$ cat config.mk
export PLATFORM = sky130hd
export DESIGN_NAME = pdp8_bus_mem
export DESIGN_NICKNAME = d
export VERILOG_FILES = /design/src/rtl/pdp8_bus_pkg.sv /design/src/rtl/pdp8_bus_ram.sv /design/src/rtl/pdp8_bus_mem.sv
export SDC_FILE = /design/constraint.sdc
export NUM_CORES = 2
export LEC_CHECK = 0
export CAP_MARGIN = 20
export CORE_MARGIN = 4
export CORE_UTILIZATION = 39
export DETAILED_ROUTE_END_ITERATION = 7
export SLEW_MARGIN = 20
export SYNTH_ARGS = -nofsm -noshare
export SYNTH_HDL_FRONTEND = slang
export SYNTH_SLANG_ARGS = --single-unit
$ cat constraint.sdc
create_clock -name clk -period 12.1 [get_ports clk]
set_clock_uncertainty 0.15 [all_clocks]
set_input_delay 2.42 -clock clk [delete_from_list [all_inputs] [get_ports clk]]
set_output_delay 2.42 -clock clk [all_outputs]
set_load 0.02 [all_outputs]
$ cat src/rtl/pdp8_bus_pkg.sv
// Shared constants for the pdp8 bus slave: beat tags, status bit positions, FSM encoding.
package pdp8_bus_pkg;

  // Data-beat tags (cpu_out[6:5])
  localparam logic [1:0] TAG_DH  = 2'b00;
  localparam logic [1:0] TAG_DM  = 2'b01;
  localparam logic [1:0] TAG_DL  = 2'b10;
  localparam logic [1:0] TAG_IOI = 2'b11;

  // Status nibble bit positions returned on the IO intro beat
  localparam int ST_READY = 0;
  localparam int ST_SKIP  = 1;
  localparam int ST_INT   = 2;

  // FSM state = phase of the last accepted beat
  localparam logic [2:0] S_IDLE = 3'd0;
  localparam logic [2:0] S_ALO  = 3'd1;
  localparam logic [2:0] S_AHI  = 3'd2;
  localparam logic [2:0] S_IOI  = 3'd3;
  localparam logic [2:0] S_DH   = 3'd4;
  localparam logic [2:0] S_DM   = 3'd5;
  localparam logic [2:0] S_DL   = 3'd6;

endpackage

$ cat src/rtl/pdp8_bus_ram.sv
// 2**ADDR_W x 12 word store: synchronous write, registered read, contents never reset.
module pdp8_bus_ram #(
  parameter int ADDR_W = 8
) (
  input  logic              clk,
  input  logic              we,
  input  logic [ADDR_W-1:0] waddr,
  input  logic [11:0]       wdata,
  input  logic              re,
  input  logic [ADDR_W-1:0] raddr,
  output logic [11:0]       rdata
);

  logic [11:0] mem [0:(1<<ADDR_W)-1];

  // Write port and registered read port share the clock edge
  always_ff @(posedge clk) begin
    if (we) mem[waddr] <= wdata;
    if (re) rdata <= mem[raddr];
  end

endmodule

$ cat src/rtl/pdp8_bus_mem.sv
// Bus-side slave of the pdp8 core: decodes the 8-bit beat stream, serves memory
// beats from pdp8_bus_ram and forwards IO cycles to one device port.
// Optional feature: define PDP8_BUS_ERR_EN to add the sticky bus_err output.
module pdp8_bus_mem
  import pdp8_bus_pkg::*;
#(
  parameter int ADDR_W = 8
) (
  input  logic        clk,
  input  logic        reset_n,
  input  logic [7:0]  cpu_out,
  output logic [3:0]  cpu_in,
  output logic [5:0]  io_dev,
  output logic [2:0]  io_fn,
  output logic [11:0] io_wdata,
  output logic        io_wr,
  output logic        io_rd,
  input  logic [11:0] io_rdata,
  input  logic        io_ready,
  input  logic        io_skip,
  input  logic        int_req
`ifdef PDP8_BUS_ERR_EN
  ,
  output logic        bus_err
`endif
);

  logic [2:0]        state, nxt;
  logic              legal;
  logic              is_addr, addr_hi, w;
  logic [1:0]        tag;
  logic [3:0]        d;
  logic [5:0]        alo;
  logic [ADDR_W-1:0] raddr, ram_addr;
  logic              is_io;
  logic [11:0]       io_word, ram_rdata, rword;
  logic [7:0]        wbuf;
  logic [1:0]        wmask;
  logic              commit;

  assign is_addr = cpu_out[7];
  assign addr_hi = cpu_out[6];
  assign tag     = cpu_out[6:5];
  assign w       = cpu_out[4];
  assign d       = cpu_out[3:0];

  // Bus addresses alias onto the low ADDR_W bits
  assign raddr  = ADDR_W'({cpu_out[5:0], alo});
  assign rword  = is_io ? io_word : ram_rdata;
  assign commit = legal && (nxt == S_DL) && w && (&wmask);

  // Next phase for the current beat; legal=0 marks an out-of-order beat
  always_comb begin
    legal = 1'b0;
    nxt   = S_IDLE;
    if (is_addr) begin
      if (!addr_hi) begin
        nxt   = S_ALO;
        legal = (state == S_IDLE) || (state == S_DL);
      end else if (state == S_ALO) begin
        nxt   = S_AHI;
        legal = 1'b1;
      end
    end else begin
      case (tag)
        TAG_IOI: if (state == S_AHI) begin nxt = S_IOI; legal = 1'b1; end
        TAG_DH:  if (state == S_AHI || state == S_IOI) begin nxt = S_DH; legal = 1'b1; end
        TAG_DM:  if (state == S_DH) begin nxt = S_DM; legal = 1'b1; end
        default: if (state == S_DM) begin nxt = S_DL; legal = 1'b1; end
      endcase
    end
  end

  // Nibble returned to the core for the beat currently on the bus
  always_comb begin
    cpu_in = 4'h0;
    if (legal && !is_addr) begin
      case (tag)
        TAG_DH:  cpu_in = rword[11:8];
        TAG_DM:  cpu_in = rword[7:4];
        TAG_DL:  cpu_in = rword[3:0];
        default: begin
          cpu_in[ST_READY] = io_ready;
          cpu_in[ST_SKIP]  = io_skip;
          cpu_in[ST_INT]   = int_req;
        end
      endcase
    end
  end

  // Beat sequencing, address/IO latches, write assembly and IO pulses
  always_ff @(posedge clk or negedge reset_n) begin
    if (!reset_n) begin
      state    <= S_IDLE;
      alo      <= '0;
      ram_addr <= '0;
      is_io    <= 1'b0;
      io_word  <= '0;
      wbuf     <= '0;
      wmask    <= '0;
      io_dev   <= '0;
      io_fn    <= '0;
      io_wdata <= '0;
      io_wr    <= 1'b0;
      io_rd    <= 1'b0;
    end else begin
      state <= nxt;
      io_wr <= 1'b0;
      io_rd <= 1'b0;
      // A[5:0] beat is latched even when it resyncs a broken cycle
      if (is_addr && !addr_hi) alo <= cpu_out[5:0];
      if (legal && nxt == S_AHI) begin
        ram_addr <= raddr;
        is_io    <= 1'b0;
      end
      if (legal && nxt == S_IOI) begin
        is_io   <= 1'b1;
        io_word <= io_rdata;
        io_dev  <= alo;
        io_fn   <= d[2:0];
      end
      if (legal && nxt == S_DH) begin
        wmask[1] <= w;
        if (w) wbuf[7:4] <= d;
      end
      if (legal && nxt == S_DM) begin
        wmask[0] <= w;
        if (w) wbuf[3:0] <= d;
      end
      if (commit && is_io) begin
        io_wdata <= {wbuf, d};
        io_wr    <= 1'b1;
      end
      if (legal && nxt == S_DL && is_io && !w) io_rd <= 1'b1;
    end
  end

`ifdef PDP8_BUS_ERR_EN
  // Sticky flag for any resync or dropped beat
  always_ff @(posedge clk or negedge reset_n) begin
    if (!reset_n) bus_err <= 1'b0;
    else if (!legal) bus_err <= 1'b1;
  end
`endif

  pdp8_bus_ram #(.ADDR_W(ADDR_W)) u_ram (
    .clk   (clk),
    .we    (commit && !is_io),
    .waddr (ram_addr),
    .wdata ({wbuf, d}),
    .re    (legal && nxt == S_AHI),
    .raddr (raddr),
    .rdata (ram_rdata)
  );

endmodule
# Yosys cells after proc, flatten, opt, wreduce, memory -nomap -nowiden
# Memories as Yosys holds them, arrays and structs flattened. A register that Yosys moved wholly into a read port is not among the register bits.
# Cells that the tools add are included.
[word_totals]
regBits = 63
ram_bits = 3072
inputBits = 25
wordCells = 80
mem_count = 1
[classes]
eq_ne = 14
mux = 26
n_reduce_logical = 25
[mem_list]
columns = ["memory", "words", "word_bits", "read_ports", "rd_clocked_by_memory_dff", "wr", "line_no", "text"]
rows = [
  ["u_ram.mem", 256, 12, 1, 1, 1, "pdp8_bus_ram.sv:14", "logic [11:0] mem [0:(1<<ADDR_W)-1];"],
]
[ops]
columns = ["operator", "count"]
rows = [
  ["$eq 3x3->1 const B", 6],
  ["$pmux 3 s3", 2],
  ["$logic_and 1x1->1", 13],
  ["$mux 1", 13],
  ["$eq 3x2->1 const B", 4],
  ["$mux 12", 1],
  ["$mux 3", 4],
  ["$mux 2", 3],
  ["$pmux 1 s3", 2],
  ["$reduce_and 2->1", 3],
  ["$eq 2x2->1 const B", 2],
  ["$logic_not 1->1", 4],
  ["$mux 4", 1],
  ["$eq 3x1->1 const B", 1],
  ["$logic_not 3->1", 1],
  ["$eq 2x1->1 const B", 1],
  ["$logic_not 2->1", 1],
  ["$logic_or 1x1->1", 2],
  ["$reduce_bool 2->1", 1],
]

# Logic depth before layout (Yosys ltp)
[logic_depth]
word_depth = 12
ltp_mapped = 12

# Cells and area by module
# A second synthesis with hierarchy kept.
[hier_totals]
cells_unflattened = 5712
area_unflattened_um2 = 121540.3
[modules_own_cells]
columns = ["module", "n_inst", "cells_each", "area_each_um2", "seq_area_each_um2"]
rows = [
  ["pdp8_bus_ram", 1, 5506, 118752.6, 92608.8],
  ["pdp8_bus_mem", 1, 206, 2787.7, 1576.5],
]

# Worst setup path before layout
# OpenSTA, ideal clock, no wires.
[synth_timing]
path_kind = "in2out"
startpoint = "in cpu_out[6]"
endpoint = "out cpu_in[3]"
arrival_ps = 3579
path_slack_ps = 5951
stages = 4
n_path_buf = 1
cell_sequence = "clkbuf_1 > inv_1 > o31a_1 > nor3_1"
[synth_between]
elab_chain_len = 5
[synth_lines]
columns = ["element", "line_no", "text"]
rows = [
  ["start: declaration", "pdp8_bus_mem.sv:11", "input logic [7:0] cpu_out,"],
  ["$eq 2x1->1 (tied with other cells)", "pdp8_bus_mem.sv:65, pdp8_bus_mem.sv:78", ""],
  ["$pmux 1 s3", "pdp8_bus_mem.sv:65", "case (tag)"],
  ["$mux 1", "pdp8_bus_mem.sv:56", "if (is_addr) begin"],
  ["$logic_and 1x1->1", "pdp8_bus_mem.sv:77", "if (legal && !is_addr) begin"],
  ["$mux 4 (*)", "pdp8_bus_mem.sv:77", ""],
  ["end: declaration", "pdp8_bus_mem.sv:12", "output logic [3:0] cpu_in,"],
]
# Every way passes the cells marked *; elsewhere a longest branch is shown, timed or not.

# Worst setup path after layout
[layout_timing]
startpoint = "in cpu_out[6]"
endpoint = "out cpu_in[2]"
# The elaborated chain is that of the path after synthesis.

==> summary.md <==
| Metric | Value |
|---|---|
| PwrDens | `between 150 and 200 nW/um^2` |
| Max_slew headroom | `0.209` |
| #FFs+latches synth | `3,147` |
| Critical path, cell by cell | `clkdlybuf4s50_1 -> nand2_1 -> nor2_1 -> a21oi_1 -> nor2_1 -> o21bai_1 -> nor3_1 -> clkdlybuf4s50_1` |
| Setup TNS Final | `0 ps` |
| Critical path's slowest cell | `clkdlybuf4s50_1` |
| Final Wtd Congestion | `0.875` |
| RSZ-0062 raised after global routing | `false` |
| Mapped cell area | `121,000 sq um` |
| Final hold vios | `0` |
| Largest net degree at the start of global routing | `161` |
| Synthesized instance count | `~5,700` |
| Vias in the first global route | `58,200` |
| Crit path max-delay family | `buffers and inverters` |
| Die W | `565 microns` |
| Core Util, Final | `0.441` |
| CTS tree | `done` |
| Tightest Pin Transition | `1180 ps` |
| Worst vdd ir | `about 0.1 mV` |
| Nets | `5,876` |
| Max Slew Vio Count | `0` |
| Max_cap viols | `0` |
| Clk pin slew, worst setup/hold paths | `60 ps` |
| Final HPWL DP | `around 190,000 microns` |
| Synth Warn # | `0` |
| Final design area excluding fillers | `136,000 sq um` |
| Seq/Total Area, Yosys | `0.778` |
| Final period util | `0.608` |
| CORE AREA | `309,000 sq um` |
| Post-placement cell area | `126,000 sq um` |
| Status | `complete, no violations` |
| Antenna viol nets, final | `0` |
| Drt via density | `between 5 and 6` |
| Crit-path max cell delay | `roughly 800 ps` |
| Bufs on Longest Clock Path | `4` |
| FMAX | `136 MHz` |
| Global-route wire length before repair | `around 450,000 microns` |
| Area share of the largest cell type after synthesis | `0.765` |
| Post-synth EDFFs | `3,084` |
| Critical Path End Type | `primary output` |
| # IOs | `between 50 and 60` |
| Asr flop ratio synth | `0.0200` |
| Pre-CTS WS | `about 4300 ps` |
| Residual DRC count | `0` |
| Dpl cells | `9,647` |
| WL per Instance | `31.0 microns` |
| Post-synth top cells | `edfxtp_1, mux4_2, nor2_1, a22oi_1, mux2i_1` |
| Syn nets | `5,729` |
| Ranking of synthesized cells by area | `edfxtp_1, mux4_2, mux2i_1` |
| Initial antenna violation count | `13` |
| Setup bufs post-CTS | `0` |
| Total track usage | `0.195` |
| Num CTS Buffers | `306` |
| Top_reg_cell synth | `edfxtp_1` |
| Final setup viols | `0` |
| GRT overflow | `0` |
| Setup WS post-layout | `4740 ps` |
| H-Tree Depth | `5` |
| Class of the most critical setup path | `input pin to primary output` |
| Number of port buffers | `51` |
| Total wire length | `317,000 microns` |
| Drt first pass iters | `7` |
| Top-count cell post-synth | `edfxtp_1` |
| Leak | `~42 nW` |
| Die height | `565 microns` |
| Mean Syn Cell Area | `21.2 sq um` |
| CTS sink count | `3,147` |
| Area leader, netlist | `edfxtp_1` |
| Synth cell types | `60` |
| Syn-to-layout area delta | `12.5%` |
| Resized cells post-CTS | `0` |
| Share of layout cells above drive strength 1 | `0.233` |
| Post-CTS Hold Fix Bufs | `0` |
| Worst Path Buf+Inv | `2` |
| Initial DRC count | `7,801` |
| Clock Latency Late Sink | `about 860 ps` |
| Routed vias | `59,100` |
| Critical-path maximum fanout | `15` |
| CP arrival | `4790 ps` |
| CP required | `9530 ps` |
| Fin crit period | `approximately 7400 ps` |
| Post-Layout Cell Count | `10,200` |
| Min-delay worst type | `flop to flop` |
| Clock root cell | `clkbuf_16` |
| Startpoint Class | `input pin` |
| Initial Utilization | `0.392` |
| Die area | `319,000 sq um` |
| FP Rows | `204` |
-- per-stage QoR --
stage / hold WS, ps / power, mW
floorplan: 324 / 13.9
global placement: 313 / 14.9
detailed placement: 317 / 14.9
CTS: 332 / 24.3
global route: 341 / 24.9
finish: 330 / 24.2
-- kinds of logic (layout without fill, tap and decap cells) --
logic type,count (synthesis),after routing,share of synthesized area
flops,3147,3147,0.778
mux,945,945,0.145
compound gates,637,637,0.0363
simple gates,630,630,0.0234
buf+inv,345,721,0.0169
other cells,0,7,0
-- worst paths after layout --
check,from,to,slack [ps],depth (start not counted)
min in group asynchronous,reset_n,io_wdata[7],1240,1
worst min register to register,io_wdata[7],io_wdata[7],330,2
max in group asynchronous,reset_n,alo[2],9390,2
worst min-delay path,io_wdata[7],io_wdata[7],330,2
worst max-delay path,cpu_out[6],cpu_in[2],4740,8
worst max register to register,alo[0],u_ram.rdata[7],6660,7
-- placed cells by master, fill, tap and decap left out, drive strengths merged, types with 12 or more instances in the layout --
cell type	count
a211oi	34
a21oi	142
a22oi	279
buf	131
bufinv	32
clkbuf	366
clkdlybuf4s50	46
clkinv	114
clkinvlp	15
dfrtp	63
edfxtp	3084
inv	17
mux2	41
mux2i	259
mux4	645
nand2	107
nand2b	12
nand3	33
nor2	333
nor2b	31
nor3	34
nor4	42
o211ai	12
o21ai	32
o221ai	50
o22ai	56
-- flip-flops by register name, indices dropped and copies added, names as in the netlist --
signal / flops
wmask: 2
ram_addr: 8
wbuf: 8
state: 3
io_fn: 3
io_wdata: 12
io_dev: 6
u_ram.mem: 3072
is_io: 1
io_word: 12
io_rd: 1
alo: 6
u_ram.rdata: 12
io_wr: 1
-- tightest hold or removal path, stage by stage (launching register included) --
cell     delay, ps
dfrtp_1        340
nand2_1         50
nand2_1         60
-- metal layers --
| layer | wire [microns] | GRT usage | vias to the layer above |
|---|---|---|---|
| met4 | 12200 | 0.0656 | 6 |
| met5 | 34 | 0 | - |
| met1 | 128000 | 0.274 | 31400 |
| li1 | - | - | 24200 |
| met3 | 28200 | 0.0413 | 532 |
| met2 | 149000 | 0.305 | 2993 |
-- where the power goes --
part | internal (mW) | leakage (nW) | switching [mW]
clock | 5.44 | 4.77 | 4.01
combinational | 0.896 | 8.51 | 1.69
sequential | 12.0 | 28.9 | 0.107
total | 18.3 | 42.2 | 5.81
-- layout make-up --
type,count,area [sq um]
antenna,7,17.5
clock buffer,366,8040
clock inverter,171,1770
fill,26000,173000
inverter,7,26.3
multi-input combinational,2212,25300
sequential,3147,94200
tap,4120,5150
timing repair buffer,177,1640
No activity file was read; power rests on OpenSTA's default activity.
